--- config.mk ---
export PLATFORM = sky130hd
export DESIGN_NAME = player_controller
export DESIGN_NICKNAME = d
export VERILOG_FILES = /design/src/rtl/player_controller.sv
export SDC_FILE = /design/constraint.sdc
export NUM_CORES = 1
export LEC_CHECK = 0
export CAP_MARGIN = 20
export CORE_ASPECT_RATIO = 1.2
export CORE_UTILIZATION = 51
export CTS_CLUSTER_DIAMETER = 80
export CTS_CLUSTER_SIZE = 28
export DETAILED_ROUTE_END_ITERATION = 8
export PLACE_DENSITY = 0.75
export SETUP_SLACK_MARGIN = 0.4
export SKIP_CTS_REPAIR_TIMING = 1
export SLEW_MARGIN = 5
export SYNTH_ARGS = -nofsm -noshare
export SYNTH_HDL_FRONTEND = slang
export SYNTH_SLANG_ARGS = --single-unit
--- constraint.sdc ---
create_clock -name clk -period 1.8 [get_ports clk]
set_clock_uncertainty 0.15 [all_clocks]
set_input_delay 0.18 -clock clk [delete_from_list [all_inputs] [get_ports clk]]
set_output_delay 0.18 -clock clk [all_outputs]
set_load 0.03 [all_outputs]
--- src/rtl/player_controller.sv ---
// Player sequencer: gates arrows, turns space presses into rope fires, runs hit/blink/respawn and lives.
// Latency: moves combinational; fireShot, playerResetN, lives, playerVisible, gameOver registered (1 clk).
// Backpressure: fire requests are dropped while a rope is in flight or the cooldown is running.
module player_controller #(
   parameter int INITIAL_LIVES = 3,
   parameter int HIT_FRAMES    = 60,
   parameter int BLINK_FRAMES  = 8,
   parameter int FIRE_COOLDOWN = 6
) (
   input  logic       clk,
   input  logic       resetN,
   input  logic       startOfFrame,
   input  logic       rightArrow,
   input  logic       leftArrow,
   input  logic       spaceBar,
   input  logic       ballCollision,
   input  logic       shotActive,
   output logic       rightMove,
   output logic       leftMove,
   output logic       fireShot,
   output logic       playerResetN,
   output logic       playerVisible,
   output logic [2:0] lives,
   output logic       gameOver
);

   localparam logic [2:0] LIVES_INIT = 3'(INITIAL_LIVES);
   localparam logic [7:0] HIT_LOAD   = 8'(HIT_FRAMES);
   localparam logic [7:0] BLINK_LAST = 8'(BLINK_FRAMES - 1);
   localparam logic [7:0] CD_LOAD    = 8'(FIRE_COOLDOWN);

   typedef enum logic [2:0] {IDLE, RESPAWN, PLAY, HIT, GAME_OVER} state_t;

   state_t     state, nextState;
   logic       spacePrev;
   logic       spaceRise;
   logic       fireReq;
   logic       hitDone;
   logic [7:0] hitCnt;
   logic [7:0] blinkCnt;
   logic [7:0] cooldown;

   assign spaceRise = spaceBar & ~spacePrev;
   // Collision wins over a simultaneous fire request.
   assign fireReq   = (state == PLAY) & spaceRise & ~shotActive & (cooldown == 8'd0) & ~ballCollision;
   assign hitDone   = (state == HIT) & startOfFrame & (hitCnt <= 8'd1);
   assign rightMove = (state == PLAY) & rightArrow;
   assign leftMove  = (state == PLAY) & leftArrow;

   // State register.
   always_ff @(posedge clk or negedge resetN) begin
      if (!resetN) state <= IDLE;
      else         state <= nextState;
   end

   // Next-state decode; collisions only matter in PLAY.
   always_comb begin
      nextState = state;
      case (state)
         IDLE:      if (spaceRise) nextState = RESPAWN;
         RESPAWN:   nextState = PLAY;
         PLAY:      if (ballCollision) nextState = (lives <= 3'd1) ? GAME_OVER : HIT;
         HIT:       if (hitDone) nextState = RESPAWN;
         GAME_OVER: if (spaceRise) nextState = IDLE;
         default:   nextState = IDLE;
      endcase
   end

   // Registered pulses and status flags, all derived from the state being entered.
   always_ff @(posedge clk or negedge resetN) begin
      if (!resetN) begin
         spacePrev    <= 1'b1;
         fireShot     <= 1'b0;
         playerResetN <= 1'b1;
         gameOver     <= 1'b0;
      end else begin
         spacePrev    <= spaceBar;
         fireShot     <= fireReq;
         playerResetN <= (nextState != RESPAWN);
         gameOver     <= (nextState == GAME_OVER);
      end
   end

   // Lives: reloaded in IDLE and when leaving GAME_OVER, decremented on a PLAY collision.
   always_ff @(posedge clk or negedge resetN) begin
      if (!resetN) begin
         lives <= LIVES_INIT;
      end else if (state == IDLE || (state == GAME_OVER && spaceRise)) begin
         lives <= LIVES_INIT;
      end else if (state == PLAY && ballCollision && lives != 3'd0) begin
         lives <= lives - 3'd1;
      end
   end

   // Fire cooldown in frames; a fresh load takes priority over the frame decrement.
   always_ff @(posedge clk or negedge resetN) begin
      if (!resetN)                                 cooldown <= 8'd0;
      else if (state == RESPAWN)                   cooldown <= 8'd0;
      else if (fireReq)                            cooldown <= CD_LOAD;
      else if (startOfFrame && cooldown != 8'd0)   cooldown <= cooldown - 8'd1;
   end

   // Hit timer and blink generator; sprite is visible everywhere except while blinking off in HIT.
   always_ff @(posedge clk or negedge resetN) begin
      if (!resetN) begin
         hitCnt        <= 8'd0;
         blinkCnt      <= 8'd0;
         playerVisible <= 1'b1;
      end else if (state == PLAY && ballCollision && lives > 3'd1) begin
         hitCnt        <= HIT_LOAD;
         blinkCnt      <= 8'd0;
         playerVisible <= 1'b0;
      end else if (state == HIT) begin
         if (startOfFrame) begin
            if (hitCnt <= 8'd1) begin
               hitCnt        <= 8'd0;
               blinkCnt      <= 8'd0;
               playerVisible <= 1'b1;
            end else begin
               hitCnt <= hitCnt - 8'd1;
               if (blinkCnt >= BLINK_LAST) begin
                  blinkCnt      <= 8'd0;
                  playerVisible <= ~playerVisible;
               end else begin
                  blinkCnt <= blinkCnt + 8'd1;
               end
            end
         end
      end else begin
         playerVisible <= 1'b1;
      end
   end

endmodule

==> summary.md <==
| Metric | Value |
|---|---|
| Drt total wl | `about 6 mm` |
| HPWL after DPL | `a little over 3 mm` |
| Pint | `2840 uW` |
| Fillers | `around 160` |
| Unrepaired setup endpoints after global routing | `yes` |
| Post-synth EDFFs | `0` |
| Vias per cell | `between 6 and 7` |
| Cell taking the most area after synthesis | `dfrtp_1` |
| Status | `complete, but fails checks` |
| Count leader, synth | `dfrtp_1` |
| GR Overflow Total | `0` |
| Cell variety after synth | `56` |
| Worst relative slew slack | `a little over two thirds` |
| P&R area growth vs syn | `54.5%` |
| F_max | `between 0.5 and 0.6 GHz` |
| Final #Nets | `266` |
| Number of buffers added on ports | `16` |
| Synth area leaders | `dfrtp_1, dfstp_2, ha_1` |
| Initial antenna violation count | `0` |
| Startpoint Class | `register` |
| Switching Power | `1980 uW` |
| Post-synth top cells | `dfrtp_1, a21oi_1, nor2_1, nor3_1, nand2_1` |
| Setup WS post-layout | `-0.0442 ns` |
| DRC errors left | `2` |
| R2r setup slk | `-0.04 ns` |
| Total of max-cap violations | `0` |
| GRT Resource Usage Total | `between 20% and 30%` |
| Crit share post-route | `102%` |
| CTS tree | `done` |
| Ys flop type | `dfrtp_1` |
| Share of the synthesized area in the top cell type | `approximately 40%` |
| Worst-margin pin slew | `0.449 ns` |
| Final hold slack | `approximately 0.14 ns` |
| Synth async-reset ratio | `100%` |
| # rows | `23` |
| Count of mapped cells out of synthesis | `185` |
| Vias | `around 1800` |
| Critical path class | `register to register` |
| Worst-Skew Late Latency | `0.29 ns` |
| Yosys reg bits | `35` |
| Net Count, Synth | `between 150 and 200` |
| Seq/Total Area, Yosys | `47.1%` |
| Routability cong. | `0.826` |
| Critical path peak fanout | `7` |
| Largest net degree at the start of global routing | `36` |
| Pleak | `approximately 0.0013 uW` |
| DR iter-0 viols | `67` |
| Power per cell area | `about 1700 nW/um^2` |
| Cell Area, Synth | `around 1900 sq um` |
| Crit path DAT | `1.92 ns` |
| CTS Root Cell | `clkbuf_8` |
| Synthesis Warnings | `0` |
| CP Capture Type | `register` |
| WL/cell | `just over 20 microns` |
| Clock share of power | `11.5%` |
| Share of layout cells above drive strength 1 | `a little under three fifths` |
| Final slew viol count | `0` |
| Pre-antenna DRT Iters | `6` |
| DIE AREA | `about 4000 sq um` |
| Starting density of the core | `54.7%` |
| Violated checks | `design-rule violations, negative setup slack` |
| Clk sinks | `35` |
| CTS Buffer Depth | `2` |
| Vias in the first global route | `roughly 1700` |
| Die Wd | `between 50 and 60 microns` |
| H-tree lvl count | `2` |
| Synth Area per Inst | `between 10 and 15 sq um` |
| Final TNS setup | `-0.0754 ns` |
| Sw Ratio | `41.0%` |
| Logic gate share of total power | `60.0%` |
| Sequential power share | `around 28%` |
| Clock Pin Slew Worst Setup and Hold Paths | `about 0.080 ns` |
| First-pass GRT wire length | `7.24 mm` |
| N_diodes | `0` |
| Num ports | `17` |
| Worst vdd ir | `between 900 and 1000 uV` |
| Die Ht | `~68 microns` |
| Worst endpoint required time | `approximately 1.9 ns` |
| Core area | `between 3000 and 4000 sq um` |
| Antenna viol nets, final | `0` |
| Setup violators final | `3` |
| Fin crit period | `~1.8 ns` |
| Num CTS Buffers | `5` |
| Final Hold Fails | `0` |
| Min-Delay Path Class | `input pin to async pin` |
[area by class of cell]
class	instances	area (sq um)	area share (%)
well taps	37	46.3	1.60
repair buffers	67	608	21.0
inverters	8	30.0	1.04
clock buffers	7	76.3	2.63
clock inverters	1	5.00	0.173
multi-input cells	135	1240	42.9
flip-flops and latches	35	890	30.7
[through the flow]
| stage | setup slack [ns] | cell area [sq um] | power (uW) | cells | util [%] |
|---|---|---|---|---|---|
| 2_1_floorplan | -0.00620 | 1970 | 2580 | 185 | - |
| 3_3_place_gp | -0.173 | 2320 | 3160 | 259 | 67.8 |
| 3_5_place_dp | -0.191 | 2320 | 3270 | 259 | 67.8 |
| 4_1_cts | -0.122 | 2400 | 3810 | 267 | 70.2 |
| 5_1_grt | -0.0828 | 2900 | 5040 | 290 | 84.6 |
| 6_report | -0.0442 | 2900 | 4820 | 290 | 84.6 |
[cell families (layout without fill, tap and decap cells)]
group,Yosys count,count (layout),synth area share (%)
simple gates,75,75,24.8
compound gates,44,44,15.8
flops,35,35,47.1
buf+inv,15,83,3.40
xor+xnor,7,7,3.27
fa+ha+maj,6,6,4.01
mux,3,3,1.74
[flip-flops by register name (all words and copies together) (netlist names)]
name / cells
cooldown: 8
playerResetN: 1
gameOver: 1
lives: 3
state: 3
spacePrev: 1
fireShot: 1
playerVisible: 1
hitCnt: 8
blinkCnt: 8
[per-layer routing]
layer,wire (microns),GRT usage (%),vias up
li1,-,-,820
met1,2350,27.4,915
met2,3160,45.5,49
met3,161,3.97,21
met4,164,11.0,0
met5,0,0,-
[critical path: stages (launching register included)]
cell and delay, ns:
dfrtp_1 0.44, inv_2 0.08, ha_4 0.16, or2_4 0.23
and3_4 0.20, or4_1 0.44, nand3_1 0.09
[layout by cell type (no fill, tap or decap), types with 3 or more instances in the layout]
cell,netlist,final
xnor2_1,6,5
clkdlybuf4s50_1,0,6
nand2_2,0,4
nor3_4,0,3
o21ai_0,6,4
clkbuf_8,0,5
nand4_1,3,3
inv_1,8,3
a211oi_2,1,4
inv_2,0,5
and2_4,0,3
dlymetal6s2s_1,0,4
a31oi_1,7,7
buf_4,0,35
a21oi_1,11,3
buf_6,0,20
a21oi_2,1,8
nor2b_1,4,4
nand3_1,5,3
dfrtp_2,0,6
nor3_1,11,4
dfstp_2,5,5
nor2_1,11,10
nor3_2,0,4
dfrtp_1,30,24
nand2_1,9,5
[power by group through the flow]
stage / clock (uW) / combinational (uW) / sequential (uW)
finish: 555 / 2890 / 1370
global route: 594 / 3050 / 1390
CTS: 547 / 1920 / 1350
detailed placement: 0 / 1910 / 1360
global placement: 0 / 1820 / 1340
floorplan: 0 / 1170 / 1410
[final timing paths]
kind,start,endpoint,cells after the start
max,hitCnt[0],hitCnt[3],6
min,resetN,hitCnt[2],2
max reg2reg,hitCnt[0],hitCnt[3],6
min in group clk,ballCollision,lives[1],4
max in group asynchronous,resetN,lives[0],2
min reg2reg,lives[1],lives[1],2
Power figures use the tool's default switching activity.
